## src/rtl/digi_ota_pkg.sv

```systemverilog
// Shared encodings for the OTA sigma-delta stimulus driver.
// Latency: none (types and constants only).
// Backpressure: none.
package digi_ota_pkg;
    localparam int CODE_W = 8;

    localparam logic [1:0] MODE_STATIC = 2'd0;
    localparam logic [1:0] MODE_RAMP   = 2'd1;
    localparam logic [1:0] MODE_TRI    = 2'd2;

    typedef enum logic { DIR_UP = 1'b0, DIR_DOWN = 1'b1 } dir_t;

    function automatic logic is_sweep(input logic [1:0] mode);
        return (mode == MODE_RAMP) || (mode == MODE_TRI);
    endfunction
endpackage

```

## src/rtl/digi_ota_sync_edge.sv

```systemverilog
// Two-flop synchronizer plus rising-edge detect for an asynchronous pad strobe.
// Latency: rise is high two clk edges after din goes high, for one cycle.
// Backpressure: none; ena low freezes the pipeline.
module digi_ota_sync_edge (
    input  logic clk,
    input  logic rst_n,
    input  logic ena,
    input  logic din,
    output logic rise
);
    logic [2:0] sync_q;

    always_ff @(posedge clk or negedge rst_n) begin
        if (!rst_n) begin
            sync_q <= '0;
        end else if (ena) begin
            sync_q <= {sync_q[1:0], din};
        end
    end

    assign rise = sync_q[1] & ~sync_q[2];
endmodule

```

## src/rtl/digi_ota_sd_driver.sv

```systemverilog
// First-order sigma-delta stimulus for the OTA input pair, with static/ramp/triangle code sources.
// Latency: outputs follow the modulator tick by one clk; load reaches code_now three clks after it rises.
// Backpressure: none; ena low freezes all state and forces both outputs low.
module digi_ota_sd_driver
    import digi_ota_pkg::*;
#(
    parameter int DIV  = 4,
    parameter int DEAD = 1
) (
    input  logic              clk,
    input  logic              rst_n,
    input  logic              ena,
    input  logic [CODE_W-1:0] code_in,
    input  logic              load,
    input  logic [1:0]        mode,
    output logic              vp_out,
    output logic              vn_out,
    output logic [CODE_W-1:0] code_now,
    output logic              sweep_done
);
    localparam int TW = (DIV > 1) ? $clog2(DIV) : 1;
    localparam int DW = $clog2(DEAD + 2);
    localparam logic [TW-1:0] TICK_LAST = TW'(DIV - 1);
    localparam logic [DW-1:0] DEAD_LEN  = DW'(DEAD);

    logic [TW-1:0]     tick_cnt;
    logic [CODE_W-1:0] acc;
    logic [7:0]        period_cnt;
    logic [DW-1:0]     dead_cnt;
    logic [DW-1:0]     dead_nxt;
    logic              mod_bit;
    logic              bit_nxt;
    dir_t              dir;
    dir_t              dir_nxt;
    logic [1:0]        mode_q;
    logic [CODE_W-1:0] code_nxt;
    logic              done_nxt;
    logic              tick;
    logic              wrap;
    logic              load_rise;
    logic              enter_sweep;
    logic              swap_sweep;
    logic [CODE_W:0]   sum;

    digi_ota_sync_edge u_load_sync (
        .clk  (clk),
        .rst_n(rst_n),
        .ena  (ena),
        .din  (load),
        .rise (load_rise)
    );

    // Modulator and non-overlap timing
    always_comb begin
        tick        = (tick_cnt == TICK_LAST);
        wrap        = tick && (period_cnt == '1);
        sum         = {1'b0, acc} + {1'b0, code_now};
        bit_nxt     = tick ? sum[CODE_W] : mod_bit;
        enter_sweep = is_sweep(mode) && !is_sweep(mode_q);
        swap_sweep  = is_sweep(mode) && is_sweep(mode_q) && (mode != mode_q);
        // A bit change during dead time restarts the gap so the pair never overlaps.
        if (tick && (sum[CODE_W] != mod_bit)) begin
            dead_nxt = DEAD_LEN;
        end else if (dead_cnt != '0) begin
            dead_nxt = dead_cnt - DW'(1);
        end else begin
            dead_nxt = '0;
        end
    end

    // Code source: mode-entry clear beats load, which beats the sweep step
    always_comb begin
        code_nxt = code_now;
        dir_nxt  = dir;
        done_nxt = 1'b0;
        if (enter_sweep) begin
            code_nxt = '0;
            dir_nxt  = DIR_UP;
        end else if (!is_sweep(mode)) begin
            if (load_rise) begin
                code_nxt = code_in;
            end
        end else begin
            if (swap_sweep) begin
                dir_nxt = DIR_UP;
            end
            if (wrap) begin
                if (mode == MODE_RAMP) begin
                    code_nxt = code_now + CODE_W'(1);
                    done_nxt = (code_now == '1);
                end else if (dir_nxt == DIR_UP) begin
                    // Arriving at the top from ramp mode turns straight around.
                    if (code_now == '1) begin
                        code_nxt = code_now - CODE_W'(1);
                        dir_nxt  = DIR_DOWN;
                    end else begin
                        code_nxt = code_now + CODE_W'(1);
                        if (code_now == CODE_W'(254)) begin
                            dir_nxt = DIR_DOWN;
                        end
                    end
                end else begin
                    code_nxt = code_now - CODE_W'(1);
                    if (code_now == CODE_W'(1)) begin
                        dir_nxt  = DIR_UP;
                        done_nxt = 1'b1;
                    end
                end
            end
        end
    end

    always_ff @(posedge clk or negedge rst_n) begin
        if (!rst_n) begin
            tick_cnt   <= '0;
            acc        <= '0;
            period_cnt <= '0;
            dead_cnt   <= '0;
            mod_bit    <= 1'b0;
            dir        <= DIR_UP;
            mode_q     <= MODE_STATIC;
            code_now   <= '0;
            sweep_done <= 1'b0;
            vp_out     <= 1'b0;
            vn_out     <= 1'b0;
        end else if (!ena) begin
            vp_out     <= 1'b0;
            vn_out     <= 1'b0;
            sweep_done <= 1'b0;
        end else begin
            tick_cnt   <= tick ? '0 : tick_cnt + TW'(1);
            mod_bit    <= bit_nxt;
            dead_cnt   <= dead_nxt;
            vp_out     <= (dead_nxt == '0) && bit_nxt;
            vn_out     <= (dead_nxt == '0) && !bit_nxt;
            mode_q     <= mode;
            code_now   <= code_nxt;
            dir        <= dir_nxt;
            sweep_done <= done_nxt;
            if (enter_sweep) begin
                acc        <= '0;
                period_cnt <= '0;
            end else if (tick) begin
                acc        <= sum[CODE_W-1:0];
                period_cnt <= period_cnt + 8'd1;
            end
        end
    end
endmodule

```

## config.mk

```make
export PLATFORM = sky130hd
export DESIGN_NAME = digi_ota_sd_driver
export DESIGN_NICKNAME = d
export VERILOG_FILES = /design/src/rtl/digi_ota_pkg.sv /design/src/rtl/digi_ota_sync_edge.sv /design/src/rtl/digi_ota_sd_driver.sv
export SDC_FILE = /design/constraint.sdc
export NUM_CORES = 1
export LEC_CHECK = 0
export CORE_MARGIN = 4
export CORE_UTILIZATION = 45
export DETAILED_ROUTE_END_ITERATION = 16
export HOLD_SLACK_MARGIN = 0.15
export MAX_ROUTING_LAYER = met4
export PLACE_DENSITY = 0.66
export SLEW_MARGIN = 20
export SYNTH_ARGS = -nofsm -noshare
export SYNTH_HDL_FRONTEND = slang
export SYNTH_HIERARCHICAL = 1
export SYNTH_SLANG_ARGS = --single-unit
```

## constraint.sdc

```tcl
create_clock -name clk -period 5.85 [get_ports clk]
set_input_delay 0.8775 -clock clk [delete_from_list [all_inputs] [get_ports clk]]
set_output_delay 0.8775 -clock clk [all_outputs]
set_load 0.02 [all_outputs]
```

* Word-level counts from Yosys, hierarchy flattened
Index checks and enable logic that the tools add are counted.
Operators by class: $add $sub $neg 6, eq/ne operators 12, multiplexer cells 35, reductions and logical operators 19, bitwise logic cells 2
Operator list (count):
- $mux 8 | 11
- $eq 8x8->1 const B | 3
- $mux 1 | 21
- $add 8x1->8 const B | 2
- $add 8x8->9 | 1
- $eq 8x1->1 const B | 1
- $sub 8x1->8 const B | 1
- $logic_and 1x1->1 | 7
- $eq 2x2->1 const B | 3
- $mux 2 | 3
- $reduce_bool 2->1 | 3
- $eq 2x1->1 const B | 2
- $reduce_and 2->1 | 2
- $ne 3x3->1 const B | 1
- $reduce_and 3->1 | 1
- $reduce_bool 3->1 | 1
- $add 2x1->2 const B | 1
- $logic_not 1->1 | 2
- $logic_not 2->1 | 1
- $logic_or 1x1->1 | 2
- $ne 2x2->1 | 1
- $sub 2x1->2 const B | 1
- $and 1x1->1 | 1
- $ne 1x1->1 | 1
- $not 1->1 | 1
Storage, ports and cells: bits in registers 38, logic and storage cells 86, input bits 14

* Logic depth before layout (Yosys ltp)
Gate-level depths: netlist (run 1).
word-level depth 13, mapped depth 9, mapped depth without buffers 9

* By module
The synthesis (run 1) kept the hierarchy.
By module, submodules not included:
- digi_ota_sd_driver | cells an instance 241, times used 1, sequential area each 875.8 um2, area each 2267.2 um2
- digi_ota_sync_edge | cells an instance 7, times used 1, sequential area each 75.1 um2, area each 115.1 um2

* Worst setup path after synthesis (run 1)
Ideal clock, no wire load.
path type input to register, start point input port mode[1], end point register code_now[5], slack 3.388 ns, library setup time 0.136 ns, buffers on the path 0, cell stages on the path 8, data arrival time 2.325 ns, path through inv_1 ha_1 a22oi_2 a21oi_4 nand2_2 or4_1 a41oi_1 o311ai_1
Between the ends: word-level cells in the longest chain between the ends 12, elaborated cells between the ends (all ways) 18, those cells by class 4 x eq/ne; 8 x mux; 6 x reduce/logical
Ends and longest elaborated chain:
- start, declared | line digi_ota_sd_driver.sv:15 | input logic [1:0] mode,
- $eq 2x1->1 or $eq 2x2->1 (tied branches) | line digi_ota_pkg.sv:14, digi_ota_sd_driver.sv:88
- $logic_or 1x1->1 | line digi_ota_pkg.sv:14 | return (mode == MODE_RAMP) || (mode == MODE_TRI);
- $logic_and 1x1->1 (2 in series) | line digi_ota_sd_driver.sv:60 | swap_sweep = is_sweep(mode) && is_sweep(mode_q) && (mode != mode_q);
- $mux 1 | line digi_ota_sd_driver.sv:84 | if (swap_sweep) begin
- $mux 1 | line digi_ota_sd_driver.sv:79 | end else if (!is_sweep(mode)) begin
- $mux 1 | line digi_ota_sd_driver.sv:76 | if (enter_sweep) begin
- $mux 8 | line digi_ota_sd_driver.sv:91 | end else if (dir_nxt == DIR_UP) begin
- $mux 8 | line digi_ota_sd_driver.sv:88 | if (mode == MODE_RAMP) begin
- $mux 8 | line digi_ota_sd_driver.sv:87 | if (wrap) begin
- $mux 8 | line digi_ota_sd_driver.sv:79
- $mux 8 | line digi_ota_sd_driver.sv:76
- end signal, assigned | line digi_ota_sd_driver.sv:137 | code_now <= code_nxt;
- end, declared | line digi_ota_sd_driver.sv:18 | output logic [CODE_W-1:0] code_now,
Parallel ways exist; a longest one is shown, timed or not. The select of a mux whose other input is x is not followed. A chain may end at the register's enable or synchronous reset.

* Worst setup path in the final report (run 1)
start point input port mode[1], end point register code_now[3]
Same word-level chain as after synthesis.

==> summary.txt, run 1 <==
Status
  – Status: complete, no violations

Pwr
  – Max rail drop VDD: 0.000271 V
  – Power Dens Cells: 383 mW/mm^2
  – Total power: 1.08 mW
  – Leak: 1.20 nW

Yosys
  – Synth Flop Type: dfrtp_1
  – Synth cell types: 52
  – Synth top area share: 0.399
  – Post-synthesis mux area share: 0.0420
  – Post-synthesis cell count: 248
  – Simple-gate area share of the yosys netlist: 0.173
  – Asr flop ratio synth: 1.00
  – Synthesis-stage register bit count: 38
  – Sequential area share after synthesis: 0.399
  – Adder-cell area share of the yosys netlist: 0.0872
  – Yosys warnings: 6
  – Cell area after synthesis: 0.00238 mm^2
  – Post-synth EDFFs: 0
  – Xor/xnor cell area share of the yosys netlist: 0.0478
  – Post-synth net total: 278
  – Average size of a mapped cell: 9.61 um^2
  – Area leader, netlist: dfrtp_1
  – Post-synthesis compound-gate area fraction: 0.215
  – Largest family of logic cells by synthesized area: compound AO/OA/AOI/OAI gates
  – Largest cells by area after synthesis: dfrtp_1, ha_1, mux2_2

Setup path
  – Worst Path Required: 6010 ps
  – Delay-heaviest family, CP: compound AO/OA/AOI/OAI gates
  – CP max stage delay: 570 ps
  – Setup CP Type: input pin to flop
  – Worst path bufs/invs: 3
  – Critical path, cell by cell: clkdlybuf4s50_1 > inv_1 > ha_1 > inv_1 > o21ai_0 > a21o_1 > nor4_1 > o31ai_1 > o21ai_0
  – Slowest CP cell: ha_1
  – Critical Path Stages: 9
  – CP Launch Type: input pin
  – CP Capture Type: flop
  – WP data arrival: 3310 ps
  – R2R depth: 9
  – Max FO, Critical Path: 14

GRT
  – Total Routing Usage GR: 0.186
  – Largest net degree at the start of global routing: 39
  – Vias in the first global route: 1889
  – Wire length of the first global-routing pass: 9.18 mm
  – Initial antenna violation count: 0
  – Grt total ovfl: 0

Route
  – Number of DRC markers in iteration 0: 174
  – Final WL: 5.33 mm
  – Avg Vias per Cell: 5.69
  – DR WL met3: 369 um
  – Drt wl/cell: 15.6 um
  – Via count: 1947
  – DR pass1 iterations: 4
  – WL met2: 2.37 mm
  – Drt drc: 0
  – Top routing layer used: met4
  – Routed Antenna Nets: 0
  – Met1 wire length: 2.53 mm

Run
  – Max_cap viols: 0

Timing
  – RSZ-0062 raised after global routing: false
  – Worst Slack Setup Final: 2710 ps
  – Fin crit share: 0.537
  – TNS Setup: 0 ps
  – Worst slew pin tran: 849 ps
  – Slew Viols, Final: 0
  – Min Tclk post-route: 3140 ps
  – FMAX: 318 MHz
  – # setup viols final: 0
  – Slew HR: 0.434
  – Hold Fails Final Rpt: 0
  – Clk_skew: 8.30 ps

Final layout
  – Fillers: 485
  – Synthesis-to-finish area growth: 18.0%
  – Ratio of cells with drive above 1 in the final layout: 0.0956
  – Non-Filler Instances: 342
  – Cell area after layout: 0.00281 mm^2
  – Register Area: 951 um^2
  – Antenna cell count: 0
  – Multi-input gate area: 0.00135 mm^2
  – Nets@finish: 301

Placement
  – Placer congestion estimate: 0.888
  – Hpwl dp: 3.81 mm
  – Port bufs: 24
  – Placed Instance Area: 0.00267 mm^2
  – Pre-CTS WS: 2410 ps
  – Inst Count DP: 334

Clocking
  – CTS clk-pin slew, worst paths: 70 ps
  – Num CTS Buffers: 5
  – Setup repair bufs after CTS: 0
  – Clock Latency Late Sink: 290 ps
  – Hold buffers post-CTS: 0
  – Clock Path Buffers: 2
  – Clock sinks: 38
  – H-tree depth: 2
  – Post-cts sizing count: 0
  – Root Driver: clkbuf_8
  – CTS tree: done

Die
  – Die Ht: 80.8 um
  – Core region area: 0.00511 mm^2
  – Die X-Extent: 80.8 um
  – Die ar.: 0.00652 mm^2
  – Ports: 25
  – Num rows: 26
  – Starting Density: 0.466

Worst hold path
  – Hold depth: 1
  – Min-Delay Path Class: flop to flop
-- routing by layer --
layer,GRT usage,vias up
li1,-,963
met1,0.252,915
met2,0.276,62
met3,0.0377,7
met4,0.0709,0
met5,-,-
-- Yosys cell counts (7+ instances only) --
cell type and n:
a22o_1 9, mux2_2 8, dfrtp_1 38, xnor2_1 7, nor2_1 19, o21ai_0 10, nand2_1 14, inv_1 9
ha_1 15, a21oi_1 15, nand3_1 13
-- through the flow --
stage | util | hold slack [ps]
floorplan | - | 432
global placement | 0.523 | 465
detailed placement | 0.523 | 453
CTS | 0.550 | 470
global route | 0.550 | 516
finish | 0.550 | 467
-- layout make-up --
type                    count  share of cell area
repair buffers             26              0.0890
inverters                   9              0.0120
flip-flops and latches     38               0.338
clock inverters             2              0.0214
clock buffers               6              0.0294
multi-input cells         191               0.479
well taps                  70              0.0312
-- where the power goes --
group	internal [mW]	switching, mW	total, mW
combinational	0.188	0.207	0.394
clock	0.182	0.0933	0.275
sequential	0.322	0.0857	0.407
total	0.691	0.386	1.08
-- sequential cells by signal (all words and copies together), names as in the netlist, 2 cells and up --
signal and cells:
dead_cnt 2, acc 8, tick_cnt 2, period_cnt 8, mode_q 2, u_load_sync/sync_q 3
code_now 8
-- cell usage in the layout (no fill, tap or decap), types with 2 or more instances in the layout --
cell	n
a21oi_1	15
clkdlybuf4s50_1	23
nand4_1	6
a22o_1	9
a221oi_1	2
mux2_2	8
o21ai_1	2
o311ai_1	2
nor2_1	19
o21bai_1	3
bufinv_16	2
nor4_1	2
a22oi_1	2
nand2_1	14
dfrtp_1	38
xnor2_1	7
ha_1	15
inv_1	9
o31ai_1	4
o21ai_0	10
nand3_1	13
nor3_1	6
clkbuf_8	6
nor2b_1	5
o2bb2ai_1	2
nand2b_1	3
o41ai_1	2
o22ai_1	2
buf_4	2
a21o_1	4
o21a_1	3
xor2_1	6
and3_1	6
-- path summary, 6_finish.rpt --
check	startpoint	end	slack, ps
setup / recovery	mode[1]	code_now[3]$_DFFE_PN0P_	2710
hold / removal	dead_cnt[1]$_DFFE_PN0P_	vn_out$_DFF_PN0_	470
setup reg to reg	code_now[0]$_DFFE_PN0P_	dead_cnt[1]$_DFFE_PN0P_	3300
hold reg to reg	dead_cnt[1]$_DFFE_PN0P_	vn_out$_DFF_PN0_	470
max in group asynchronous	rst_n	tick_cnt[0]$_DFFE_PN0P_	4620
min in group asynchronous	rst_n	code_now[0]$_DFFE_PN0P_	690
-- logic make-up (layout without fill, tap and decap cells) --
logic type / count (synthesis) / in the layout
muxes: 9 / 9
xor gates and xnor gates: 13 / 13
adders and majority gates: 16 / 16
DFF: 38 / 38
buffers and inverters: 19 / 43
AOI/OAI and AO/OA: 72 / 72
and+or+nand+nor: 81 / 81
No activity file was read; power rests on OpenSTA's default activity.
==> run 2, diff against run 1 <==
PLACE_DENSITY = 0.68   (was 0.66)
clock period = 2.5 ns   (was 5.85 ns; I/O delays follow)
==> summary.txt, run 2 (synthesis results as in run 1) <==
Clocking
  – CTS tree: done (unchanged)
  – Clock Path Buffers: 2 (unchanged)
  – Hold buffers post-CTS: 0 (unchanged)
  – H-tree depth: 2 (unchanged)
  – Clock sinks: 38 (unchanged)
  – Root Driver: clkbuf_8 (unchanged)
  – Clock Latency Late Sink: 290 ps (about the same)
  – Post-cts sizing count: 0 (unchanged)
  – CTS clk-pin slew, worst paths: 80 ps (was 70 ps)
  – Setup repair bufs after CTS: 0 (unchanged)
  – Num CTS Buffers: 5 (unchanged)

Route
  – Routed Antenna Nets: 0 (unchanged)
  – Drt drc: 0 (unchanged)
  – Number of DRC markers in iteration 0: 133 (was 174)
  – Drt wl/cell: 15.3 um (was 15.6 um)
  – Final WL: 5.52 mm (was 5.33 mm)
  – DR pass1 iterations: 4 (unchanged)
  – Avg Vias per Cell: 5.53 (was 5.69)
  – Via count: 1989 (was 1947)

Timing
  – Hold WS: 185 ps (was 467 ps)
  – Min Tclk post-route: 2320 ps
  – Hold Fails Final Rpt: 0 (unchanged)
  – RSZ-0062 raised after global routing: false (unchanged)
  – Worst slew pin tran: 851 ps (was 849 ps)
  – TNS Setup: 0 ps (unchanged)
  – Slew Viols, Final: 0 (unchanged)
  – FMAX: 430 MHz
  – Slew HR: 0.432 (was 0.434)
  – # setup viols final: 0 (unchanged)
  – Clk_skew: 11.0 ps (was 8.30 ps)
  – Fin crit share: 0.929

Setup path
  – WP data arrival: 2500 ps (was 3310 ps)
  – Worst r2r src: code_now[0]$_DFFE_PN0P_ (unchanged)
  – R2R Path End: dead_cnt[1]$_DFFE_PN0P_ (unchanged)
  – Worst path bufs/invs: 0 (was 3)
  – Worst Path Required: 2670 ps (was 6010 ps)
  – R2R depth: 9 (unchanged)
  – CP Capture Type: flop (unchanged)
  – Max FO, Critical Path: 3 (was 14)
  – Setup CP Type: flop to flop (was input pin to flop)
  – Delay-heaviest family, CP: compound AO/OA/AOI/OAI gates (unchanged)
  – Reg2reg setup slack: 180 ps (was 3300 ps)
  – CP Launch Type: flop (was input pin)
  – Critical path, cell by cell: ha_1 > fa_1 > a21oi_1 > o21ai_0 > a21oi_2 > a21o_1 > xnor2_1 > nand3_1 > and3_1 (was clkdlybuf4s50_1 > inv_1 > ha_1 > inv_1 > o21ai_0 > a21o_1 > nor4_1 > o31ai_1 > o21ai_0)
  – Slowest CP cell: dfrtp_1 (was ha_1)
  – CP max stage delay: 400 ps (was 570 ps)

Die
  – Die Ht: 80.8 um (unchanged)
  – Die ar.: 0.00652 mm^2 (unchanged)
  – Core region area: 0.00511 mm^2 (unchanged)
  – Starting Density: 0.466 (unchanged)
  – Die X-Extent: 80.8 um (unchanged)
  – Ports: 25 (unchanged)
  – Num rows: 26 (unchanged)

Placement
  – Hpwl dp: 4.13 mm (was 3.81 mm)
  – Port bufs: 24 (unchanged)
  – Placer congestion estimate: 0.894 (was 0.888)
  – Placed Instance Area: 0.00280 mm^2 (was 0.00267 mm^2)

Pwr
  – Power Dens Cells: 833 mW/mm^2 (was 383 mW/mm^2)
  – Max rail drop VDD: 0.000596 V (was 0.000271 V)
  – Int Power: 1.48 mW (was 691 uW)
  – Net Sw Frac: 0.387 (was 0.358)
  – Clk pwr share: 0.185 (was 0.255)
  – Comb pwr share: 0.448 (was 0.366)
  – Reg power frac: 0.368 (was 0.378)
  – Leak: 1.27 nW (was 1.20 nW)
  – Psw: 937 uW (was 386 uW)

GRT
  – Vias in the first global route: 1998 (was 1889)
  – Largest net degree at the start of global routing: 39 (unchanged)
  – Wire length of the first global-routing pass: 9.20 mm (was 9.18 mm)
  – Grt total ovfl: 0 (unchanged)
  – Initial antenna violation count: 0 (unchanged)
  – Total Routing Usage GR: 0.186 (about the same)

Worst hold path
  – Min-Delay Path Class: input pin to async pin (was flop to flop)

Final layout
  – Register Area: 952 um^2 (was 951 um^2)
  – Multi-input gate area: 0.00135 mm^2 (about the same)
  – Antenna cell count: 0 (unchanged)
  – Synthesis-to-finish area growth: 22.0% (was 18.0%)
  – Most common cell after layout, fill and taps aside: dfrtp_1 (unchanged)
  – Commonest cells after routing, fill and taps aside: dfrtp_1, clkdlybuf4s50_1, buf_4 (was dfrtp_1, clkdlybuf4s50_1, nor2_1)
  – Nets@finish: 319 (was 301)
  – Cell area after layout: 0.00291 mm^2 (was 0.00281 mm^2)
  – Fillers: 442 (was 485)
  – Ratio of cells with drive above 1 in the final layout: 0.159 (was 0.0956)
  – Largest regs: acc (8), code_now (8), period_cnt (8) (unchanged)

Status
  – Status: complete, no violations (unchanged)

Run
  – Max_cap viols: 0 (unchanged)
==> run 2: worst max path at each step <==
stage / slack, ps / cells past startpoint / endpoint / startpoint
after floorplan: 170 / 9 / dead_cnt[1]$_DFFE_PN0P_ / code_now[0]$_DFFE_PN0P_
after global placement: -20 / 9 / code_now[7]$_DFFE_PN0P_ / mode[1]
after detailed placement: -40 / 9 / code_now[7]$_DFFE_PN0P_ / mode[1]
after CTS: 110 / 9 / dead_cnt[1]$_DFFE_PN0P_ / code_now[0]$_DFFE_PN0P_
after global routing: 30 / 9 / dead_cnt[1]$_DFFE_PN0P_ / code_now[0]$_DFFE_PN0P_
final: 180 / 9 / dead_cnt[1]$_DFFE_PN0P_ / code_now[0]$_DFFE_PN0P_
==> run 2: power by group through the flow <==
stage,Clock [mW],Combinational (mW),Sequential [mW]
floorplan,0,0.671,0.932
global placement,0,1.05,0.897
detailed placement,0,1.07,0.903
CTS,0.464,1.08,0.892
global route,0.493,1.20,0.916
finish,0.447,1.08,0.890
==> run 2: metal layers <==
metal  vias up  GRT usage  share of wire
met3         8     0.0277          0.043
met4         0     0.0574         0.0096
met5         -          -              0
met1       930      0.249           0.49
li1        997          -              -
met2        54      0.294           0.45
==> run 2: through the flow <==
stage           util  instances  power, mW  setup WS (ps)
2_1_floorplan      -        248       1.60            173
3_3_place_gp   0.549        352       1.95          -15.2
3_5_place_dp   0.549        352       1.97          -44.0
4_1_cts        0.568        360       2.44            111
5_1_grt        0.569        360       2.61           26.1
6_report       0.569        360       2.42            177
==> run 2: final cells by class <==
| type | instances | share of cell area |
|---|---|---|
| multi-input cells | 191 | 0.465 |
| flip-flops and latches | 38 | 0.328 |
| repair buffers | 44 | 0.133 |
| well taps | 70 | 0.0301 |
| clock buffers | 6 | 0.0284 |
| inverters | 9 | 0.0116 |
| clock inverters | 2 | 0.00431 |
==> run 3, diff against run 2 <==
CORE_MARGIN = unset   (was 4)
REMOVE_ABC_BUFFERS = 1   (was unset)
==> summary.txt, run 3 (synthesis results as in run 1) <==
Die
  – Ports: 25 (unchanged)
  – Core region area: 0.00511 mm^2 (unchanged)
  – Num rows: 26 (unchanged)
  – Die Ht: 74.8 um (was 80.8 um)
  – Starting Density: 0.466 (unchanged)
  – Die ar.: 0.00559 mm^2 (was 0.00652 mm^2)
  – Die X-Extent: 74.8 um (was 80.8 um)

Setup path
  – CP Launch Type: flop (unchanged)
  – Setup CP Type: flop to flop (unchanged)
  – Max FO, Critical Path: 3 (unchanged)
  – WP data arrival: 2490 ps (was 2500 ps)
  – Reg2reg setup slack: 200 ps (was 180 ps)
  – Worst Path Required: 2690 ps (was 2670 ps)
  – CP Capture Type: flop (unchanged)

Pwr
  – Net Sw Frac: 0.386 (was 0.387)
  – Power Dens Cells: 821 mW/mm^2 (was 833 mW/mm^2)
  – Psw: 920 uW (was 937 uW)
  – Comb pwr share: 0.429 (was 0.448)
  – Reg power frac: 0.380 (was 0.368)
  – Total power: 2.38 mW (was 2.42 mW)
  – Max rail drop VDD: 0.000305 V (was 0.000596 V)
  – Int Power: 1.46 mW (was 1.48 mW)
  – Leak: 1.27 nW (about the same)
  – Clk pwr share: 0.191 (was 0.185)

Clocking
  – Clock Latency Late Sink: 300 ps (was 290 ps)
  – Clock Path Buffers: 2 (unchanged)
  – Num CTS Buffers: 5 (unchanged)
  – H-tree depth: 2 (unchanged)
  – Clock sinks: 38 (unchanged)
  – CTS clk-pin slew, worst paths: 80 ps (about the same)
  – Hold buffers post-CTS: 0 (unchanged)
  – Root Driver: clkbuf_8 (unchanged)
  – CTS tree: done (unchanged)

Route
  – Drt drc: 1 (was 0)
  – Number of DRC markers in iteration 0: 176 (was 133)
  – DR pass1 iterations: 10 (was 4)
  – Drt wl/cell: 14.6 um (was 15.3 um)
  – Avg Vias per Cell: 5.57 (was 5.53)
  – Routed Antenna Nets: 0 (unchanged)
  – Via count: 2005 (was 1989)
  – Final WL: 5.27 mm (was 5.52 mm)

Timing
  – Hold WS: 179 ps (was 185 ps)
  – Fin crit share: 0.919 (was 0.929)
  – Hold Fails Final Rpt: 0 (unchanged)
  – Worst slew pin tran: 848 ps (was 851 ps)
  – Clk_skew: 9.99 ps (was 11.0 ps)
  – TNS Setup: 0 ps (unchanged)
  – RSZ-0062 raised after global routing: false (unchanged)
  – FMAX: 435 MHz (was 430 MHz)
  – # setup viols final: 0 (unchanged)
  – Worst Slack Setup Final: 202 ps (was 177 ps)
  – Min Tclk post-route: 2300 ps (was 2320 ps)
  – Slew Viols, Final: 0 (unchanged)
  – Slew HR: 0.435 (was 0.432)

Placement
  – Port bufs: 24 (unchanged)
  – Hpwl dp: 3.94 mm (was 4.13 mm)
  – Placer congestion estimate: 0.889 (was 0.894)
  – Pre-CTS WS: -17.3 ps (was -44.0 ps)

Worst hold path
  – Min-Delay Path Class: input pin to async pin (unchanged)

GRT
  – Wire length of the first global-routing pass: 9.18 mm (was 9.20 mm)
  – Grt total ovfl: 0 (unchanged)
  – Initial antenna violation count: 0 (unchanged)
  – Total Routing Usage GR: 0.222 (was 0.186)
  – Vias in the first global route: 1987 (was 1998)
  – Largest net degree at the start of global routing: 39 (unchanged)

Run
  – Max_cap viols: 0 (unchanged)

Status
  – Failing checks: DRC
  – Status: finished with violations (was complete, no violations)

Final layout
  – Fillers: 473 (was 442)
  – Commonest cells after routing, fill and taps aside: dfrtp_1, clkdlybuf4s50_1, buf_4 (unchanged)
  – Most common cell after layout, fill and taps aside: dfrtp_1 (unchanged)
  – Antenna cell count: 0 (unchanged)
  – Largest regs: acc (8), code_now (8), period_cnt (8) (unchanged)
  – Synthesis-to-finish area growth: 21.9% (was 22.0%)
  – Ratio of cells with drive above 1 in the final layout: 0.155 (was 0.159)
  – Nets@finish: 319 (unchanged)
[run 3: layout make-up]
class	count	area (um^2)	area share
flip-flops and latches	38	951	0.327
clock buffers	6	82.6	0.0284
repair buffers	44	385	0.133
well taps	70	87.6	0.0302
inverters	9	33.8	0.0116
multi-input cells	191	1350	0.465
clock inverters	2	12.5	0.00431
[run 3: critical path: stages, from the launching register on]
cell     delay (ps)
dfrtp_1         390
ha_1            230
fa_1            410
a21oi_1         210
o21ai_0         120
a21oi_2         220
a21o_1          200
xnor2_1         130
nand3_1         100
and3_1          190
[run 3: worst paths after layout]
check | from | to | cells past startpoint
max | code_now[0]$_DFFE_PN0P_ | dead_cnt[1]$_DFFE_PN0P_ | 9
min | rst_n | code_now[3]$_DFFE_PN0P_ | 1
max reg2reg | code_now[0]$_DFFE_PN0P_ | dead_cnt[1]$_DFFE_PN0P_ | 9
min reg2reg | dead_cnt[1]$_DFFE_PN0P_ | vn_out$_DFF_PN0_ | 1
max in group asynchronous | rst_n | acc[7]$_DFFE_PN0P_ | 1
min in group clk | dead_cnt[1]$_DFFE_PN0P_ | vn_out$_DFF_PN0_ | 1
[run 3: power groups by stage]
| stage | registers (mW) | logic (mW) | clock network (mW) |
|---|---|---|---|
| finish | 0.907 | 1.02 | 0.455 |
| detailed placement | 0.919 | 1.02 | 0 |
| CTS | 0.907 | 1.02 | 0.473 |
| global route | 0.934 | 1.15 | 0.492 |
| floorplan | 0.959 | 0.604 | 0 |
| global placement | 0.912 | 1.01 | 0 |
[run 3: per-stage QoR]
stage / util / instances / instance area [um^2]
after floorplan: - / 238 / 2330
after global placement: 0.549 / 352 / 2800
after detailed placement: 0.549 / 352 / 2800
after CTS: 0.568 / 360 / 2900
after global routing: 0.569 / 360 / 2900
final: 0.569 / 360 / 2900
[run 3: per-layer routing]
| metal | share of wire | track usage | vias to the layer above |
|---|---|---|---|
| met1 | 0.46 | 0.288 | 945 |
| met4 | 0.016 | 0.0755 | 0 |
| met2 | 0.48 | 0.353 | 50 |
| met5 | 0 | - | - |
| met3 | 0.039 | 0.0348 | 9 |
| li1 | - | - | 1001 |
[run 3: timing repair]
| item | in CTS | in global routing |
|---|---|---|
| buffers inserted | 0 | 0 |
| resized for setup | 0 | 2 |
| endpoints found under the setup margin | 0 | 2 |
